`config.mk`:
```
export PLATFORM = sky130hd
export DESIGN_NAME = cond_unit
export DESIGN_NICKNAME = d
export VERILOG_FILES = /design/src/rtl/cond_unit_pkg.sv /design/src/rtl/cond_unit_check.sv /design/src/rtl/cond_unit.sv
export SDC_FILE = /design/constraint.sdc
export NUM_CORES = 1
export LEC_CHECK = 0
export CELL_PAD_IN_SITES_DETAIL_PLACEMENT = 1
export CELL_PAD_IN_SITES_GLOBAL_PLACEMENT = 1
export CORE_UTILIZATION = 29
export DETAILED_ROUTE_END_ITERATION = 16
export PLACE_DENSITY = 0.82
export SLEW_MARGIN = 20
export SYNTH_ARGS = -nofsm -noshare
export SYNTH_HDL_FRONTEND = slang
export SYNTH_HIERARCHICAL = 1
export SYNTH_SLANG_ARGS = --single-unit
```
`constraint.sdc`:
```
create_clock -name clk -period 3.5 [get_ports clk]
set_input_delay 0.875 -clock clk [delete_from_list [all_inputs] [get_ports clk]]
set_output_delay 0.875 -clock clk [all_outputs]
set_load 0.05 [all_outputs]
```
`src/rtl/cond_unit_pkg.sv`:
```
// Shared definitions for the condition unit: condition-code encodings,
// flag bit positions inside {N,Z,C,V} and FlagW bit positions.
// Optional feature macro: COND_UNDEF_TRAP_EN (Cond=1111 traps as undefined).
package cond_unit_pkg;

   localparam logic [3:0] COND_EQ = 4'b0000;
   localparam logic [3:0] COND_NE = 4'b0001;
   localparam logic [3:0] COND_CS = 4'b0010;
   localparam logic [3:0] COND_CC = 4'b0011;
   localparam logic [3:0] COND_MI = 4'b0100;
   localparam logic [3:0] COND_PL = 4'b0101;
   localparam logic [3:0] COND_VS = 4'b0110;
   localparam logic [3:0] COND_VC = 4'b0111;
   localparam logic [3:0] COND_HI = 4'b1000;
   localparam logic [3:0] COND_LS = 4'b1001;
   localparam logic [3:0] COND_GE = 4'b1010;
   localparam logic [3:0] COND_LT = 4'b1011;
   localparam logic [3:0] COND_GT = 4'b1100;
   localparam logic [3:0] COND_LE = 4'b1101;
   localparam logic [3:0] COND_AL = 4'b1110;
   localparam logic [3:0] COND_NV = 4'b1111;

   localparam int unsigned FLAG_N = 3;
   localparam int unsigned FLAG_Z = 2;
   localparam int unsigned FLAG_C = 1;
   localparam int unsigned FLAG_V = 0;

   localparam int unsigned FLAGW_NZ = 1;
   localparam int unsigned FLAGW_CV = 0;

endpackage

```
`src/rtl/cond_unit_check.sv`:
```
// Combinational condition evaluator: Cond against the architectural flags.
// Optional feature macro: COND_UNDEF_TRAP_EN (Cond=1111 evaluates false).
module cond_check
   import cond_unit_pkg::*;
(
   input  logic [3:0] Cond,
   input  logic [3:0] Flags,
   output logic       CondEx
);

   logic n, z, c, v;

   assign n = Flags[FLAG_N];
   assign z = Flags[FLAG_Z];
   assign c = Flags[FLAG_C];
   assign v = Flags[FLAG_V];

   // Condition map decode
   always_comb begin
      CondEx = 1'b0;
      case (Cond)
         COND_EQ: CondEx = z;
         COND_NE: CondEx = ~z;
         COND_CS: CondEx = c;
         COND_CC: CondEx = ~c;
         COND_MI: CondEx = n;
         COND_PL: CondEx = ~n;
         COND_VS: CondEx = v;
         COND_VC: CondEx = ~v;
         COND_HI: CondEx = c & ~z;
         COND_LS: CondEx = ~c | z;
         COND_GE: CondEx = (n == v);
         COND_LT: CondEx = (n != v);
         COND_GT: CondEx = ~z & (n == v);
         COND_LE: CondEx = z | (n != v);
         COND_AL: CondEx = 1'b1;
         COND_NV: begin
`ifdef COND_UNDEF_TRAP_EN
            CondEx = 1'b0;
`else
            CondEx = 1'b1;
`endif
         end
         default: CondEx = 1'b0;
      endcase
   end

endmodule

```
`src/rtl/cond_unit.sv`:
```
// Condition unit: holds the {N,Z,C,V} flag register and the condition-gated
// M-stage control registers. Flush clears the M stage and wins over Stall;
// Stall holds everything. Reset is asynchronous, active-low.
// Optional feature macro: COND_UNDEF_TRAP_EN (registered UndefM trap on Cond=1111).
module cond_unit
   import cond_unit_pkg::*;
(
   input  logic       clk,
   input  logic       reset,
   input  logic [3:0] Cond,
   input  logic [3:0] ALUFlags,
   input  logic [1:0] FlagW,
   input  logic       PCS,
   input  logic       RegW,
   input  logic       MemW,
   input  logic       Stall,
   input  logic       Flush,
   output logic       PCSrcM,
   output logic       RegWriteM,
   output logic       MemWriteM,
   output logic [3:0] Flags,
   output logic       CondExE,
   output logic       UndefM
);

   logic [3:0] flags_q;
   logic       adv;
   logic       we_nz;
   logic       we_cv;

   assign Flags = flags_q;
   assign adv   = ~Stall & ~Flush;
   assign we_nz = FlagW[FLAGW_NZ] & CondExE & adv;
   assign we_cv = FlagW[FLAGW_CV] & CondExE & adv;

   cond_check u_check (
      .Cond   (Cond),
      .Flags  (flags_q),
      .CondEx (CondExE)
   );

   // Flag register: each pair written independently when its FlagW bit is set
   always_ff @(posedge clk or negedge reset) begin
      if (!reset) begin
         flags_q <= '0;
      end else begin
         if (we_nz) begin
            flags_q[FLAG_N] <= ALUFlags[FLAG_N];
            flags_q[FLAG_Z] <= ALUFlags[FLAG_Z];
         end
         if (we_cv) begin
            flags_q[FLAG_C] <= ALUFlags[FLAG_C];
            flags_q[FLAG_V] <= ALUFlags[FLAG_V];
         end
      end
   end

   // M-stage controls: flush clears, stall holds, otherwise gated by CondExE
   always_ff @(posedge clk or negedge reset) begin
      if (!reset) begin
         PCSrcM    <= 1'b0;
         RegWriteM <= 1'b0;
         MemWriteM <= 1'b0;
      end else if (Flush) begin
         PCSrcM    <= 1'b0;
         RegWriteM <= 1'b0;
         MemWriteM <= 1'b0;
      end else if (!Stall) begin
         PCSrcM    <= PCS  & CondExE;
         RegWriteM <= RegW & CondExE;
         MemWriteM <= MemW & CondExE;
      end
   end

`ifdef COND_UNDEF_TRAP_EN
   // Undefined-condition trap follows the same flush/stall rules as M controls
   always_ff @(posedge clk or negedge reset) begin
      if (!reset) begin
         UndefM <= 1'b0;
      end else if (Flush) begin
         UndefM <= 1'b0;
      end else if (!Stall) begin
         UndefM <= (Cond == COND_NV);
      end
   end
`else
   assign UndefM = 1'b0;
`endif

endmodule

```
==> results by group <==
Yosys
  • Yosys warns: 6
  • Largest family of logic cells by synthesized area: simple AND/OR/NAND/NOR gates
  • Adder-Cell Fraction of Synth Area: 0
  • Post-Synth Simple-Gate Area: 0.259
  • Syn Std Cell Area: between 500 and 600 sq um
  • Post-synth top area cell: dfrtp_1
  • XOR/XNOR Fraction of Synth Area: 0.0691
  • Compound-Gate Fraction of Synth Area: 0.170
  • Unique masters post-synth: 26
  • Gate Count Post-Synth: 53
  • Sequential fraction of the synthesis area: 0.346
  • Post-synth net total: 70
  • Ranking of synthesized cells by area: dfrtp_1 35%, mux2_1 8.9%, a21oi_1 5.9%, xnor2_1 5.2%, and4bb_1 4.9%
  • Synth top area share: 0.346
  • Mean post-synth cell area: 9.56 sq um
  • Synth Register Bits: 7
  • Mux share of post-synthesis cell area: 0.0889

STA
  • RSZ-0062 raised after global routing: false
  • Final period utilization: 0.948
  • Count of final setup violators: 0
  • Relative slew slack: 0.667
  • Layout Skew: approximately 0.00050 ns
  • Max-slew violations: 0
  • Final min period: 3.32 ns
  • Max Clk Rate: 301 MHz
  • Hold Vio Cnt, Final: 0
  • Worst slew pin tran: about 0.5 ns
  • Setup TNS: 0 ns

Run status
  • Failing checks: design-rule violations
  • Outcome: finished with violations

Cells and area
  • Post-layout instance area: 797 sq um
  • Fin cells: 96
  • Nets: about 100
  • Commonest cells after routing, fill and taps aside: 21 x clkdlybuf4s50_1, 7 x dfrtp_1, 6 x a21oi_1, 5 x nand2_1, 4 x mux2_1
  • Layout cells sized above 1: 0.113
  • Commonest non-fill, non-tap cell in the layout: clkdlybuf4s50_1
  • Synth-to-layout area growth: 57.3%
  • FILL cells: 190
  • Diode count: 0

Power
  • Total power: 0.552 mW
  • Power per Cell Area: 693 nW/um^2
  • Maximum VDD drop: 0.000315 V
  • Lkg Pwr: 0.348 nW

Global routing
  • Gr usage total: 0.144
  • Largest net degree at the start of global routing: 11
  • GRT overflow: 0
  • Initial antenna violation count: 0
  • First-pass GRT wire length: 2090 um
  • GR Util met3: 0.0375
  • Number of global-route vias before repair: 522
  • Met2 Resource Use GR: 0.272
  • GR peak layer: met2
  • M1 GR Usage: 0.149

CTS
  • CTS Root Cell: clkbuf_4
  • Skew-Pair Late Insertion Delay: 0.24 ns
  • # hold bufs at CTS: 0
  • CTS sink cnt: 7
  • H-tree levels: 1
  • CTS max path bufs: 2
  • Clk pin slew, worst setup/hold paths: 0.05 ns
  • CTS tree: yes
  • TritonCTS buffer count: 3

Min path
  • Worst Hold Class: flop to flop

Routing
  • WL/cell: 13.2 um
  • Routed Wire Length: around 1300 um
  • Vias per inst: 5.33
  • DRC: 2
  • Via count: 512
  • DR iter-0 viols: 5
  • Final ANT Viol Nets: 0
  • Drt pass-1 iters: 9

Place
  • Inst Count DP: 92
  • Port Buffer Count: 24
  • Post-DP Area: 766 sq um
  • Post-DP HPWL: 1060 um
  • RePlAce Congestion: 0.795

Floorplan
  • Core Area: 1580 sq um
  • Die Width: 43.8 um
  • FP Rows: 14
  • I/O pin cnt: 26
  • Die Span Y: between 40 and 50 um
  • Die area: 1920 sq um
  • Initial core utilization: 0.321

Setup path
  • Slowest cell on crit path: or4_1
  • CP arrival: about 2.4 ns
  • Critical path type: input port to output pin
  • CP endpoint kind: output pin
  • CP Max Fanout: 5
  • Worst setup SP type: input port
  • CP cell instances: clkdlybuf4s50_1 -> inv_2 -> or4_1 -> nand2_1 -> a22oi_1 -> o21ai_1 -> buf_12
  • Largest stage delay, worst path: ~0.50 ns
  • Worst Path Required: 2.62 ns

Run
  • MaxCap Viol Count: 0
## layout make-up
type                    count  area (sq um)  share of cell area
multi-input cells          42           302               0.378
clock buffers               4          26.3              0.0330
well taps                  16          20.0              0.0251
inverters                   1          3.75             0.00471
flip-flops and latches      7           175               0.220
repair buffers             26           270               0.339
## path summary, 6_finish.rpt
check | endpoint | startpoint | cells past startpoint | slack, ns
hold reg to reg | RegWriteM | RegWriteM | 2 | 0.53
min in group asynchronous | PCSrcM | reset | 1 | 0.90
max in group asynchronous | Flags[1] | reset | 1 | 2.36
hold / removal | RegWriteM | RegWriteM | 2 | 0.53
setup reg to reg | Flags[2] | Flags[0] | 8 | 1.29
setup / recovery | CondExE | Cond[3] | 7 | 0.18
## synth_stat cells
cell type  number
o21ai_1         1
a311oi_1        1
or4_1           1
nand2b_1        1
nor2_1          2
nand3b_1        3
and2b_1         1
and3b_1         2
a21oi_1         6
o22ai_1         1
dfrtp_1         7
buf_4           2
inv_2           1
xnor2_1         3
nor2b_1         2
a221o_2         1
nand2_1         5
conb_1          1
and3_1          1
xor2_1          1
a22oi_2         1
and4bb_1        2
buf_6           1
a22oi_1         1
o21ai_0         1
mux2_1          4
## per-layer routing
layer / vias to the layer above / part of all wire
met1: 243 / 0.40
met2: 23 / 0.52
li1: 244 / -
met3: 2 / 0.065
met4: 0 / 0.019
met5: - / 0
## report_power, final
part | internal [mW] | switching [mW] | leakage (nW)
clock | 0.0433 | 0.0261 | 0.0150
combinational | 0.145 | 0.190 | 0.244
sequential | 0.108 | 0.0396 | 0.0888
## flip-flops by register name, indices dropped and copies added (netlist names)
signal and flops:
PCSrcM 1, MemWriteM 1, Flags 4, RegWriteM 1
## what timing repair did
item | CTS | global route
setup endpoints to repair | 0 | 1
setup buffers | 0 | 0
endpoints found under the hold margin | 0 | 0
gates resized for setup | 0 | 2
## worst max-delay path, delay by kind of cell
kind,cells,cell delay [ns]
simple gates,2,0.58
buf+inv,3,0.74
compound gates,2,0.25
## through the flow
step	util	worst slack [ns]	hold WS, ns
4_1_cts	0.502	0.0718	0.543
3_3_place_gp	0.486	0.166	0.523
6_report	0.506	0.182	0.535
5_1_grt	0.506	0.0968	0.571
2_1_floorplan	-	0.342	0.579
3_5_place_dp	0.486	0.0721	0.531
## logic make-up (layout without fill, tap and decap cells)
family                 after synthesis  in the layout
AND/OR/NAND/NOR                     20             20
flip-flops                           7              7
other                                1              1
buffers and inverters                4             31
multiplexers                         4              4
AO/OA/AOI/OAI                       13             13
XOR/XNOR                             4              4
Power figures use the tool's default switching activity.
